## config.mk

```make
export PLATFORM = sky130hd
export DESIGN_NAME = tc_sequencer
export DESIGN_NICKNAME = d
export VERILOG_FILES = /design/src/rtl/tc_sequencer.sv
export SDC_FILE = /design/constraint.sdc
export NUM_CORES = 1
export LEC_CHECK = 0
export CAP_MARGIN = 15
export CORE_AREA = 2 2 247 249
export DETAILED_ROUTE_END_ITERATION = 8
export DIE_AREA = 0 0 249 251
export HOLD_SLACK_MARGIN = 0.1
export PLACE_DENSITY = 0.65
export SETUP_SLACK_MARGIN = 0.3
export SYNTH_ARGS = -nofsm -noshare
export SYNTH_HDL_FRONTEND = slang
export SYNTH_SLANG_ARGS = --single-unit
```

## constraint.sdc

```tcl
create_clock -name clk_i -period 36 [get_ports clk_i]
set_input_delay 5.4 -clock clk_i [delete_from_list [all_inputs] [get_ports clk_i]]
set_output_delay 5.4 -clock clk_i [all_outputs]
set_load 0.02 [all_outputs]
```

## src/rtl/tc_sequencer.sv

```systemverilog
// Job-level controller for the ternary threshold-compress unit: feeds activations
// with per-channel thresholds, captures packed bytes into a 2-entry FWFT FIFO, pads tails.
module tc_sequencer #(
    parameter int MAX_CH = 16,
    parameter int CH_AW  = $clog2(MAX_CH),
    parameter int LEN_W  = 16
) (
    input  logic             clk_i,
    input  logic             rst_i,
    input  logic             cfg_we_i,
    input  logic [CH_AW-1:0] cfg_addr_i,
    input  logic [31:0]      cfg_thr_i,
    input  logic             start_i,
    input  logic [LEN_W-1:0] len_i,
    input  logic [CH_AW:0]   nch_i,
    output logic             busy_o,
    output logic             done_o,
    input  logic             in_valid_i,
    input  logic [31:0]      in_data_i,
    output logic             in_ready_o,
    output logic             cmp_en_o,
    output logic [31:0]      cmp_data_o,
    output logic [31:0]      cmp_thr_o,
    input  logic [7:0]       cmp_byte_i,
    input  logic             cmp_ready_i,
    output logic             out_valid_o,
    output logic [7:0]       out_data_o,
    output logic             out_last_o,
    input  logic             out_ready_i
);

    typedef enum logic [2:0] {ST_IDLE, ST_RUN, ST_PAD, ST_DRAIN, ST_FLUSH, ST_WAIT} state_t;

    localparam logic [31:0]    PAD_THR = 32'h0000_0001;
    localparam logic [CH_AW:0] NCH_MAX = (CH_AW+1)'(MAX_CH);

    state_t           r_state;
    logic [2:0]       r_grp;
    logic             r_byte_pend;
    logic [CH_AW-1:0] r_ch;
    logic [CH_AW:0]   r_nch;
    logic [LEN_W-1:0] r_rem;
    logic             r_busy;
    logic             r_done;
    logic [31:0]      r_thr_mem [MAX_CH];
    logic [8:0]       r_fifo [2];
    logic             r_wptr;
    logic             r_rptr;
    logic [1:0]       r_cnt;

    logic             w_full, w_empty, w_cap_blk, w_in_ready, w_en;
    logic             w_push, w_pop, w_grp_wrap, w_ch_wrap;
    logic [31:0]      w_data, w_thr;
    logic [CH_AW:0]   w_nch_lat;
    logic             w_unused;

    // The group-full flag is implied by grp tracking; it is only observed externally.
    assign w_unused = cmp_ready_i;

    always_comb begin
        w_full     = (r_cnt == 2'd2);
        w_empty    = (r_cnt == 2'd0);
        w_cap_blk  = (r_grp == 3'd0) && r_byte_pend && w_full;
        w_in_ready = 1'b0;
        w_en       = 1'b0;
        w_data     = '0;
        w_thr      = '0;
        case (r_state)
            ST_RUN: begin
                w_in_ready = (r_rem != '0) && !w_cap_blk;
                w_en       = in_valid_i && w_in_ready;
                if (w_en) begin
                    w_data = in_data_i;
                    w_thr  = r_thr_mem[r_ch];
                end
            end
            ST_PAD:   w_en = 1'b1;
            ST_DRAIN: w_en = !w_full;
            ST_FLUSH: w_en = 1'b1;
            default:  w_en = 1'b0;
        endcase
        if (w_en && r_state != ST_RUN)
            w_thr = PAD_THR;
        w_push     = w_en && (r_grp == 3'd0) && r_byte_pend;
        w_pop      = !w_empty && out_ready_i;
        w_grp_wrap = (r_grp == 3'd4);
        w_ch_wrap  = ({1'b0, r_ch} == r_nch - (CH_AW+1)'(1));
        if (nch_i == '0)
            w_nch_lat = (CH_AW+1)'(1);
        else if (nch_i > NCH_MAX)
            w_nch_lat = NCH_MAX;
        else
            w_nch_lat = nch_i;
    end

    always_ff @(posedge clk_i or posedge rst_i) begin
        if (rst_i) begin
            r_state     <= ST_IDLE;
            r_grp       <= '0;
            r_byte_pend <= 1'b0;
            r_ch        <= '0;
            r_nch       <= '0;
            r_rem       <= '0;
            r_busy      <= 1'b0;
            r_done      <= 1'b0;
            r_wptr      <= 1'b0;
            r_rptr      <= 1'b0;
            r_cnt       <= '0;
            for (int unsigned i = 0; i < MAX_CH; i++)
                r_thr_mem[i] <= '0;
            for (int unsigned i = 0; i < 2; i++)
                r_fifo[i] <= '0;
        end else begin
            r_done <= 1'b0;
            if (r_state == ST_IDLE && cfg_we_i)
                r_thr_mem[cfg_addr_i] <= cfg_thr_i;

            if (w_en)
                r_grp <= w_grp_wrap ? 3'd0 : r_grp + 3'd1;
            if (w_push)
                r_byte_pend <= 1'b0;
            else if (w_en && w_grp_wrap && (r_state == ST_RUN || r_state == ST_PAD))
                r_byte_pend <= 1'b1;

            if (w_push) begin
                r_fifo[r_wptr] <= {r_state == ST_DRAIN, cmp_byte_i};
                r_wptr         <= ~r_wptr;
            end
            if (w_pop)
                r_rptr <= ~r_rptr;
            case ({w_push, w_pop})
                2'b10:   r_cnt <= r_cnt + 2'd1;
                2'b01:   r_cnt <= r_cnt - 2'd1;
                default: r_cnt <= r_cnt;
            endcase

            case (r_state)
                ST_IDLE: if (start_i) begin
                    r_rem   <= len_i;
                    r_nch   <= w_nch_lat;
                    r_ch    <= '0;
                    r_busy  <= 1'b1;
                    r_state <= (len_i == '0) ? ST_WAIT : ST_RUN;
                end
                ST_RUN: if (w_en) begin
                    r_rem <= r_rem - LEN_W'(1);
                    r_ch  <= w_ch_wrap ? '0 : r_ch + CH_AW'(1);
                    if (r_rem == LEN_W'(1))
                        r_state <= w_grp_wrap ? ST_DRAIN : ST_PAD;
                end
                ST_PAD:   if (w_grp_wrap) r_state <= ST_DRAIN;
                ST_DRAIN: if (w_en) r_state <= ST_FLUSH;
                // Flush completes a dummy group so the compressor counter ends at zero.
                ST_FLUSH: if (w_grp_wrap) r_state <= ST_WAIT;
                ST_WAIT: if (w_empty) begin
                    r_done  <= 1'b1;
                    r_busy  <= 1'b0;
                    r_state <= ST_IDLE;
                end
                default: r_state <= ST_IDLE;
            endcase
        end
    end

    assign busy_o      = r_busy;
    assign done_o      = r_done;
    assign in_ready_o  = w_in_ready;
    assign cmp_en_o    = w_en;
    assign cmp_data_o  = w_data;
    assign cmp_thr_o   = w_thr;
    assign out_valid_o = !w_empty;
    assign out_data_o  = r_fifo[r_rptr][7:0];
    assign out_last_o  = r_fifo[r_rptr][8];

endmodule

```

# After elaboration in Yosys (flattened, before gate mapping)
# Index checks and enable logic that the tools add are counted.
[totals]
reg_bits = 568
latch_bits = 0
ram_bits = 0
mem_bits_ro = 0
memories = 0
[op_classes]
add_sub_neg = 6
multipliers = 0
n_div = 0
n_lt_le_gt_ge = 7
n_eq_ne = 19
shifts = 0
mux = 47
bitwise_logic = 6
reduce_logical = 32
[op_table]
columns = ["cell", "n"]
rows = [
  ["$bwmux W512", 1],
  ["$mux W32", 8],
  ["$bmux W32 S4", 1],
  ["$demux W32 S4", 1],
  ["$mux W9", 4],
  ["$mux W16", 2],
  ["$pmux W16 S2", 1],
  ["$mux W3", 9],
  ["$bwmux W18", 1],
  ["$pmux W3 S6", 1],
  ["$eq A16 B1 Y1 const B", 1],
  ["$logic_not A16 Y1", 1],
  ["$reduce_bool A16 Y1", 1],
  ["$sub A16 B1 Y16 const B", 1],
  ["$logic_and A1 B1 Y1", 13],
  ["$mux W4", 3],
  ["$ne A2 B2 Y1 const B", 6],
  ["$ge A5 B5 Y1 const B", 2],
  ["$mux W5", 2],
  ["$not A4 Y5", 2],
  ["$demux W9 S1", 1],
  ["$eq A3 B3 Y1 const B", 3],
  ["$mux W1", 8],
  ["$pmux W4 S2", 1],
  ["31 further kinds", 43],
]

# Depth between registers and ports, before layout
# Gate-level depths: netlist (run 1).
[depth]
word_depth = 11
depth_mapped = 12

# Worst setup path before layout (run 1)
# Ideal clock, no wire load.
[synth_path]
path_type = "input port to output port"
startpoint = "in in_valid_i"
endpoint = "out cmp_thr_o[0]"
arrival_time_ns = 6.424
path_slack_ns = 24.176
cell_stages = 4
n_path_buf = 1
path_cell_list = "o211ai_2 > a21o_1 > buf_2 > o21ai_0"
[synth_via]
elab_chain_cells = 4
word_cells_on_any_way = 6
cone_classes = "4 x mux; 2 x reduce/logical"
[synth_lines]
columns = ["element", "line_no", "text"]
rows = [
  ["start: declaration", "18", "input logic in_valid_i,"],
  ["$logic_and A1 B1 Y1 *", "71", "w_en = in_valid_i && w_in_ready;"],
  ["$pmux W1 S3 / $mux W32 (equally long branches)", "68, 72", ""],
  ["$logic_and A1 B1 Y1 / $mux W32 (equally long branches)", "82, 68", ""],
  ["$mux W32 *", "82", "if (w_en && r_state != ST_RUN)"],
  ["end: declaration", "23", "output logic [31:0] cmp_thr_o,"],
]
# Every way passes the cells marked *; elsewhere a longest branch is shown, timed or not.

# Worst setup path after layout (run 1)
[layout_path]
startpoint = "in in_valid_i"
endpoint = "out cmp_data_o[25]"
[layout_via]
elab_chain_cells = 3
[layout_lines]
columns = ["element", "line_no", "text"]
rows = [
  ["$logic_and A1 B1 Y1", "71", ""],
  ["$mux W32", "72", "if (w_en) begin"],
  ["$mux W32", "68", "case (r_state)"],
  ["end: declaration", "22", "output logic [31:0] cmp_data_o,"],
]
# Every way passes these cells.

==> results of run 1 <==
registers in the layout, indices dropped and copies added (netlist names), 2 cells and up:
| register | cells |
|---|---|
| r_ch | 4 |
| r_cnt | 2 |
| r_fifo | 18 |
| r_grp | 3 |
| r_nch | 5 |
| r_rem | 16 |
| r_state | 3 |
| r_thr_mem | 512 |
routing by layer:
| metal | up-vias | global-route usage (%) | wire [um] |
|---|---|---|---|
| li1 | 6727 | - | - |
| met1 | 8310 | 28.1 | 28000 |
| met2 | 364 | 33.3 | 30400 |
| met3 | 87 | 3.30 | 2920 |
| met4 | 4 | 5.45 | 1240 |
| met5 | - | 0 | 18 |
cells in the mapped netlist, types with 2 or more instances:
| cell | count |
|---|---|
| nand4b_1 | 2 |
| o22ai_1 | 6 |
| clkbuf_1 | 57 |
| nand2_1 | 32 |
| o2bb2ai_1 | 6 |
| nor2_1 | 25 |
| a41oi_1 | 2 |
| mux2_4 | 9 |
| xnor2_1 | 7 |
| and3_1 | 4 |
| buf_1 | 20 |
| nor3_1 | 15 |
| nor2b_1 | 4 |
| nand3b_1 | 7 |
| or2_2 | 2 |
| o22a_1 | 4 |
| o31ai_1 | 3 |
| nand3_1 | 13 |
| nor3b_1 | 2 |
| inv_1 | 13 |
| a21o_1 | 2 |
| mux2_1 | 12 |
| o21ai_0 | 19 |
| a21oi_1 | 17 |
| buf_2 | 52 |
| and2_1 | 65 |
| xor2_1 | 4 |
| nand2b_1 | 6 |
| buf_6 | 5 |
| a31oi_1 | 3 |
| nand4_1 | 2 |
| a22oi_1 | 8 |
| o211ai_1 | 4 |
| buf_4 | 13 |
| mux2i_1 | 2 |
| dfrtp_1 | 568 |
| mux4_2 | 159 |
| nor3b_4 | 3 |
| a2bb2oi_1 | 2 |
| mux2_2 | 519 |
| ha_1 | 7 |
| or3_1 | 3 |
| nor4_1 | 6 |
final cells by class:
cell class | instances | area, um^2 | area share (%)
timing repair buffer | 213 | 2090 | 6.72
antenna | 1 | 2.50 | 0.00804
inverter | 13 | 56.3 | 0.181
multi-input combinational | 1010 | 11800 | 37.8
sequential | 568 | 14200 | 45.7
clock inverter | 16 | 218 | 0.700
tap | 782 | 978 | 3.15
clock buffer | 90 | 1790 | 5.74
critical path: stages:
cell and delay [ps]:
clkdlybuf4s50_1 510, o211ai_2 170, a21oi_4 800, buf_4 530
and2_1 200, clkdlybuf4s50_1 610
metrics by stage:
step	hold slack [ps]	power [W]	area (um^2)	utilization, %
2_1_floorplan	453	0.00109	26700	-
3_3_place_gp	464	0.00120	29000	48.6
3_5_place_dp	480	0.00121	29000	48.6
4_1_cts	493	0.00185	31000	51.9
5_1_grt	503	0.00191	31100	52.0
6_report	491	0.00182	31100	52.0
kinds of logic (layout without fill, tap and decap cells):
family | Yosys count | in the layout | synth area share (%)
mux | 701 | 701 | 36.4
flops | 568 | 568 | 53.3
simple gates | 202 | 202 | 4.44
buf+inv | 160 | 332 | 2.82
compound gates | 89 | 89 | 2.32
xor+xnor | 11 | 11 | 0.361
fa+ha+maj | 7 | 7 | 0.328
other cells | 0 | 1 | 0
power by group through the flow:
stage | registers (W) | clock network (W) | logic (W)
6_report | 0.000773 | 0.000627 | 0.000425
5_1_grt | 0.000784 | 0.000666 | 0.000460
4_1_cts | 0.000773 | 0.000641 | 0.000431
3_5_place_dp | 0.000784 | 0 | 0.000430
3_3_place_gp | 0.000779 | 0 | 0.000424
2_1_floorplan | 0.000750 | 0 | 0.000337
worst max-delay path by stage:
stage	startpoint	cells after the start	end	slack (ps)
floorplan	rst_i	1	busy_o$_DFFE_PP0P_	14710
global placement	in_valid_i	6	cmp_thr_o[2]	22370
detailed placement	in_valid_i	6	cmp_data_o[25]	22290
CTS	in_valid_i	6	cmp_data_o[25]	22280
global route	in_valid_i	6	cmp_thr_o[9]	22090
finish	in_valid_i	6	cmp_data_o[25]	22330
==> metrics.md, run 1 <==
| Metric | Value |
|---|---|
| CP max FO | 37 |
| GRT overflow | 0 |
| Netlist cell types | 67 |
| Antenna-violating nets left | 0 |
| Final slew viol count | 0 |
| Fin crit share | 38.0% |
| Mapped cell area | 26700 um^2 |
| Internal power | 0.00131 W |
| All-Layer GR Usage | 20.3% |
| Worst EP arrival | 8270 ps |
| Pre-CTS setup slack | 22290 ps |
| Port Buf Inserts | 180 |
| Htree depth | 2 |
| Reg2Reg Depth | 6 |
| Seq/Total Area, Yosys | 53.3% |
| Layout cells sized above 1 | 44.2% |
| Boundary Pins | 182 |
| DRC | 0 |
| Max_slew headroom | 26.3% |
| Critical Path Sink Type | primary output |
| Largest net degree at the start of global routing | 118 |
| CTS hold repair buffers | 0 |
| Drt pass-1 iters | 4 |
| GPL Wtd Cong | 0.804 |
| Sequential power share | 42.4% |
| Critical path class | in -> out |
| Initial drt markers | 1021 |
| Clock share of power | 34.3% |
| Hold path cells | 1 |
| Logic pwr share | 23.3% |
| Critical R2R Launch | r_state[0]$_DFFE_PP0P_ |
| Leading cell type in the layout, fill and taps excluded | dfrtp_1 |
| Final min period | 13670 ps |
| Post-synth top area share | 53.3% |
| Worst Max-Slew Pin Slew | 1110 ps |
| FMAX | 0.0732 GHz |
| Root buffer cell | clkbuf_16 |
| Die Wd | 249 um |
| Yosys warning count | 0 |
| Syn_area_per_cell | 15.3 um^2 |
| HPWL Detailed | 37900 um |
| Num Clock Sinks | 568 |
| HP Start | r_thr_mem[268]$_DFFE_PP0P_ |
| Total number of vias | 15500 |
| Clock Latency Late Sink | 600 ps |
| Core area | 59800 um^2 |
| First-pass GRT wire length | 97900 um |
| Biggest area consumer among synthesized cells | dfrtp_1 |
| Post-Layout Cell Count | 2693 |
| WL final | 62600 um |
| Die area | 62500 um^2 |
| Switching share of power | 28.4% |
| Chip Height | 251 um |
| Final hold violation count | 0 |
| Static Leak | 14.5 nW |
| CTS tree | built |
| Synth Instances | 1738 |
| Peak VDD IR | 0.0403 mV |
| Synth async-reset ratio | 100% |
| Most frequent cells in the layout | dfrtp_1, mux2_2, clkdlybuf4s50_1 |
| Setup violators final | 0 |
| Final TNS setup | 0 ps |
| FILL cells | 4862 |
| Top post-synthesis cells by area | dfrtp_1, mux2_2, mux4_2 |
| Maxcap violations | 0 |
| Worst EP required | 30600 ps |
| Post-synth EDFFs | 0 |
| Clock Pin Slew Worst Setup and Hold Paths | 60 ps |
| Layout area overhead | 16.6% |
| Dpl cells | 2584 |
| Setup crit start kind | input port |
| Routed len/inst | 23.3 um |
| Postcts setup bufs | 0 |
| RSZ-0062 raised after global routing | no |
| DR vias/cell | 5.75 |
| Number of synthesized register bits | 568 |
| Hold EP | r_thr_mem[268]$_DFFE_PP0P_ |
| Net Count, Synth | 1849 |
| Row count | 90 |
| Layout Skew | 17.9 ps |
| Psw | 0.000517 W |
| Slack of the worst reg-to-reg path | 31860 ps |
| CTS Buf Count | 59 |
| Hold crit path type | reg -> reg |
| Pwr dens | 58.6 nW/um^2 |
| Max Root-Sink Buffers | 3 |
| Resized cells post-CTS | 0 |
| Worst r2r dst | r_rem[2]$_DFFE_PP0P_ |
| Initial Utilization | 44.6% |
| Vias in the first global route | 16400 |
| Status | complete, no violations |
| Nets | 1976 |
| Initial antenna violation count | 4 |
| Ys flop type | dfrtp_1 |
| Final WS setup | 22330 ps |
Power figures use the tool's default switching activity.
==> run 2: changes to the inputs <==
Settings changed: PLACE_DENSITY 0.65 to 0.68.
Clock period 36 ns to 12.04 ns, I/O delays scaled along.
==> metrics.md, run 2 (synthesized netlist as in run 1, its figures left out) <==
| Metric | Value |
|---|---|
| Clock Pin Slew Worst Setup and Hold Paths | 60 ps (about the same) |
| Vias in the first global route | 16400 (about the same) |
| Final WS setup | 5630 ps (was 22330 ps) |
| Hold slack | 488 ps (was 491 ps) |
| Met2 Use GR | 34.5% (was 33.3%) |
| Fin crit share | 53.2% |
| Pre-CTS setup slack | 5700 ps (was 22290 ps) |
| Resized cells post-CTS | 0 (unchanged) |
| GR Util met1 | 27.1% (was 28.1%) |
| Peak VDD IR | 0.168 mV (was 0.0403 mV) |
| CP max FO | 52 (was 37) |
| Gr busiest metal | met2 (unchanged) |
| Initial drt markers | 1107 (was 1021) |
| Max Root-Sink Buffers | 3 (unchanged) |
| Htree depth | 2 (unchanged) |
| Max_slew headroom | 28.6% (was 26.3%) |
| Postcts setup bufs | 0 (unchanged) |
| Pwr dens | 174 nW/um^2 (was 58.6 nW/um^2) |
| Die area | 62500 um^2 (unchanged) |
| Final Instance Area | 31000 um^2 (was 31100 um^2) |
| Biggest register | r_thr_mem (unchanged) |
| Row count | 90 (unchanged) |
| DR vias/cell | 5.77 (was 5.75) |
| Setup violators final | 0 (unchanged) |
| Most frequent cells in the layout | dfrtp_1, mux2_2, clkdlybuf4s50_1 (unchanged) |
| Chip Height | 251 um (unchanged) |
| Root buffer cell | clkbuf_16 (unchanged) |
| Die Wd | 249 um (unchanged) |
| Antenna-violating nets left | 0 (unchanged) |
| Total number of vias | 15500 (about the same) |
| Nets | 1968 (was 1976) |
| Static Leak | 14.4 nW (was 14.5 nW) |
| M3 GR Usage | 3.28% (was 3.30%) |
| Initial antenna violation count | 3 (was 4) |
| Post-Layout Cell Count | 2682 (was 2693) |
| RSZ-0062 raised after global routing | no (unchanged) |
| Slack of the worst reg-to-reg path | 8690 ps (was 31860 ps) |
| Layout area overhead | 16.1% (was 16.6%) |
| Status | complete, no violations (unchanged) |
| Top flop regs | r_thr_mem: 512 flops, r_fifo: 18 flops, r_rem: 16 flops (unchanged) |
| Critical Path Sink Type | primary output (unchanged) |
| Largest net degree at the start of global routing | 201 (was 118) |
| First-pass GRT wire length | 97700 um (was 97900 um) |
| Num Clock Sinks | 568 (unchanged) |
| GPL Wtd Cong | 0.818 (was 0.804) |
| WL final | 62300 um (was 62600 um) |
| CTS Buf Count | 58 (was 59) |
| Worst EP arrival | 4600 ps (was 8270 ps) |
| All-Layer GR Usage | 20.3% (about the same) |
| Core area | 59800 um^2 (unchanged) |
| Final hold violation count | 0 (unchanged) |
| Layout Skew | 20.5 ps (was 17.9 ps) |
| Boundary Pins | 182 (unchanged) |
| Worst Max-Slew Pin Slew | 1070 ps (was 1110 ps) |
| Leading cell type in the layout, fill and taps excluded | dfrtp_1 (unchanged) |
| FILL cells | 4852 (was 4862) |
| Initial Utilization | 44.6% (unchanged) |
| Hold crit path type | reg -> reg (unchanged) |
| Layout cells sized above 1 | 44.0% (was 44.2%) |
| GRT overflow | 0 (unchanged) |
| Final TNS setup | 0 ps (unchanged) |
| Critical path class | reg -> out (was in -> out) |
| CTS tree | built (unchanged) |
| Drt pass-1 iters | 7 (was 4) |
| Setup crit start kind | flop (was input port) |
| CTS hold repair buffers | 0 (unchanged) |
| DRC | 0 (unchanged) |
| Final min period | 6410 ps |
| Dpl cells | 2579 (was 2584) |
| Routed len/inst | 23.2 um (was 23.3 um) |
| Ant diodes | 0 (was 1) |
| Post-DP Area | 29100 um^2 (was 29000 um^2) |
| Max FFs per register | 512 (unchanged) |
| Final slew viol count | 0 (unchanged) |
| FMAX | 0.156 GHz |
| HPWL Detailed | 36100 um (was 37900 um) |
| Port Buf Inserts | 180 (unchanged) |
| Worst EP required | 10230 ps (was 30600 ps) |
| Clock Latency Late Sink | 610 ps (was 600 ps) |
| Maxcap violations | 0 (unchanged) |
run 2: layer usage:
metal / up-vias / wire (um)
li1: 6709 / -
met1: 8321 / 27300
met2: 358 / 31000
met3: 90 / 2680
met4: 4 / 1330
met5: - / 18
run 2: report_power, final:
group	internal [W]	switching, W	total (W)
logic	0.000663	0.000571	0.00123
registers	0.00212	0.000220	0.00234
clock network	0.00106	0.000744	0.00180
total	0.00384	0.00154	0.00537
run 2: area by class of cell:
type	instances	area [um^2]	share of cell area (%)
multi-input cells	1010	11800	38.0
clock inverters	16	164	0.529
inverters	13	52.6	0.170
flip-flops and latches	568	14200	45.9
repair buffers	206	2030	6.57
well taps	782	978	3.16
clock buffers	87	1740	5.62
run 2: per-stage QoR:
stage / power, W / utilization, %
after floorplan: 0.00325 / -
after global placement: 0.00359 / 48.6
after detailed placement: 0.00362 / 48.6
after CTS: 0.00543 / 51.8
after global routing: 0.00562 / 51.8
final: 0.00537 / 51.8
run 2: path summary, 6_finish.rpt:
| check | start | to | depth (start not counted) |
|---|---|---|---|
| max | r_state[0]$_DFFE_PP0P_ | cmp_thr_o[20] | 6 |
| min | r_thr_mem[384]$_DFFE_PP0P_ | r_thr_mem[384]$_DFFE_PP0P_ | 1 |
| max reg2reg | r_state[0]$_DFFE_PP0P_ | r_cnt[1]$_DFFE_PP0P_ | 7 |
| min reg2reg | r_thr_mem[384]$_DFFE_PP0P_ | r_thr_mem[384]$_DFFE_PP0P_ | 1 |
| max in group asynchronous | rst_i | r_thr_mem[306]$_DFFE_PP0P_ | 5 |
| min in group asynchronous | rst_i | r_rem[9]$_DFFE_PP0P_ | 3 |
run 2: critical path, stage by stage (launching register included):
cell and delay [ps]:
dfrtp_1 690, nor3b_4 970, o211ai_2 340, a21oi_4 530
buf_4 570, and2_1 230, clkdlybuf4s50_1 620
==> run 3: changes to the inputs <==
Settings changed: PLACE_DENSITY 0.68 to 0.65.
Clock period 12.04 ns to 6.4 ns, I/O delays scaled along.
==> metrics.md, run 3 (synthesized netlist as in run 1, its figures left out) <==
| Metric | Value |
|---|---|
| Fin crit share | 77.8% |
| Vias in the first global route | 16600 (was 16400) |
| Largest net degree at the start of global routing | 190 (was 201) |
| Antenna-violating nets left | 0 (unchanged) |
| Status | complete, no violations (unchanged) |
| Worst EP required | 5440 ps (was 10230 ps) |
| Chip Height | 251 um (unchanged) |
| Max FFs per register | 512 (unchanged) |
| FMAX | 0.201 GHz |
| Setup crit start kind | flop (unchanged) |
| Row count | 90 (unchanged) |
| Maxcap violations | 0 (unchanged) |
| Clock Pin Slew Worst Setup and Hold Paths | 60 ps (about the same) |
| Hold crit path type | reg -> reg (unchanged) |
| Port Buf Inserts | 180 (unchanged) |
| Resized cells post-CTS | 0 (unchanged) |
| Final hold violation count | 0 (unchanged) |
| Root buffer cell | clkbuf_16 (unchanged) |
| Ant diodes | 0 (unchanged) |
| Final slew viol count | 0 (unchanged) |
| CTS hold repair buffers | 0 (unchanged) |
| Critical path class | reg -> out (unchanged) |
| DRC | 0 (unchanged) |
| Slack of the worst reg-to-reg path | 3120 ps (was 8690 ps) |
| GRT overflow | 0 (unchanged) |
| Layout area overhead | 17.5% (was 16.1%) |
| Biggest register | r_thr_mem (unchanged) |
| Hold slack | 486 ps (was 488 ps) |
| Initial antenna violation count | 2 (was 3) |
| FILL cells | 4825 (was 4852) |
| Initial Utilization | 44.6% (unchanged) |
| HPWL Detailed | 37700 um (was 36100 um) |
| Final WS setup | 1420 ps (was 5630 ps) |
| CTS Buf Count | 60 (was 58) |
| Worst EP arrival | 4020 ps (was 4600 ps) |
| Boundary Pins | 182 (unchanged) |
| Drt pass-1 iters | 5 (was 7) |
| Static Leak | 14.6 nW (was 14.4 nW) |
| Core area | 59800 um^2 (unchanged) |
| Layout Skew | 13.6 ps (was 20.5 ps) |
| WL final | 63600 um (was 62300 um) |
| Top flop regs | r_thr_mem: 512 flops, r_fifo: 18 flops, r_rem: 16 flops (unchanged) |
| CTS tree | built (unchanged) |
| GPL Wtd Cong | 0.803 (was 0.818) |
| Max_slew headroom | 28.4% (was 28.6%) |
| DR vias/cell | 5.71 (was 5.77) |
| CP max FO | 39 (was 52) |
| HP Start | r_thr_mem[384]$_DFFE_PP0P_ (unchanged) |
| First-pass GRT wire length | 100000 um (was 97700 um) |
| Layout cells sized above 1 | 44.6% (was 44.0%) |
| Die Wd | 249 um (unchanged) |
| Die area | 62500 um^2 (unchanged) |
| Pwr dens | 338 nW/um^2 (was 174 nW/um^2) |
| Htree depth | 2 (unchanged) |
| Hold path cells | 1 (unchanged) |
| Final min period | 4980 ps |
| Num Clock Sinks | 568 (unchanged) |
| Max Root-Sink Buffers | 3 (unchanged) |
| Most frequent cells in the layout | dfrtp_1, mux2_2, clkdlybuf4s50_1 (unchanged) |
| Critical R2R Launch | r_state[0]$_DFFE_PP0P_ (unchanged) |
| Initial drt markers | 945 (was 1107) |
| Routed len/inst | 23.6 um (was 23.2 um) |
| Pre-CTS setup slack | 1800 ps (was 5700 ps) |
| Peak VDD IR | 0.241 mV (was 0.168 mV) |
| Setup violators final | 0 (unchanged) |
| Reg2Reg Depth | 6 (was 7) |
| Leading cell type in the layout, fill and taps excluded | dfrtp_1 (unchanged) |
| Clock Latency Late Sink | 620 ps (was 610 ps) |
| All-Layer GR Usage | 20.8% (was 20.3%) |
| RSZ-0062 raised after global routing | no (unchanged) |
| Nets | 1977 (was 1968) |
| Total number of vias | 15400 (was 15500) |
| Postcts setup bufs | 0 (unchanged) |
| Worst r2r dst | r_thr_mem[471]$_DFFE_PP0P_ (was r_cnt[1]$_DFFE_PP0P_) |
| Worst Max-Slew Pin Slew | 1070 ps (about the same) |
| Critical Path Sink Type | primary output (unchanged) |
| Hold EP | r_thr_mem[384]$_DFFE_PP0P_ (unchanged) |
run 3: power by group:
| part | switching [W] | internal [W] |
|---|---|---|
| Combinational | 0.00105 | 0.00128 |
| Clock | 0.00145 | 0.00237 |
| Sequential | 0.000456 | 0.00399 |
run 3: cell type report:
cell class	count	area (um^2)	area share, %
timing repair buffer	213	2140	6.82
tap	782	978	3.12
clock buffer	83	1740	5.55
sequential	568	14200	45.4
multi-input combinational	1010	11800	37.5
clock inverter	28	458	1.46
inverter	13	52.6	0.168
run 3: critical path, cell delays in order, from the launching register on:
cell             delay [ps]
dfrtp_1                 680
nor3b_4                 270
buf_4                   310
o211ai_2                230
a21oi_4                 750
buf_4                   360
and2_1                  170
clkdlybuf4s50_1         610
run 3: worst max-delay path by stage:
| stage | startpoint | to | slack (ps) | cells after the start |
|---|---|---|---|---|
| floorplan | rst_i | busy_o$_DFFE_PP0P_ | -2300 | 1 |
| global placement | in_valid_i | cmp_thr_o[14] | 1840 | 6 |
| detailed placement | in_valid_i | cmp_thr_o[14] | 1800 | 6 |
| CTS | r_state[0]$_DFFE_PP0P_ | cmp_thr_o[14] | 1300 | 7 |
| global route | r_state[0]$_DFFE_PP0P_ | cmp_thr_o[14] | 1040 | 7 |
| finish | r_state[0]$_DFFE_PP0P_ | cmp_thr_o[10] | 1420 | 7 |
run 3: per-layer routing:
metal,vias up,track usage [%],wire length (um)
li1,6729,-,-
met1,8302,28.3,28700
met2,282,35.2,31500
met3,81,3.01,2110
met4,4,5.39,1240
met5,-,0,31
run 3: stage by stage:
step / area [um^2] / total power [W] / cells / TNS (ps) / util (%)
2_1_floorplan: 26700 / 0.00612 / 1738 / -1303920 / -
3_3_place_gp: 29100 / 0.00680 / 2586 / 0 / 48.7
3_5_place_dp: 29100 / 0.00687 / 2586 / 0 / 48.7
4_1_cts: 31300 / 0.0107 / 2697 / 0 / 52.4
5_1_grt: 31300 / 0.0111 / 2697 / 0 / 52.4
6_report: 31300 / 0.0106 / 2697 / 0 / 52.4
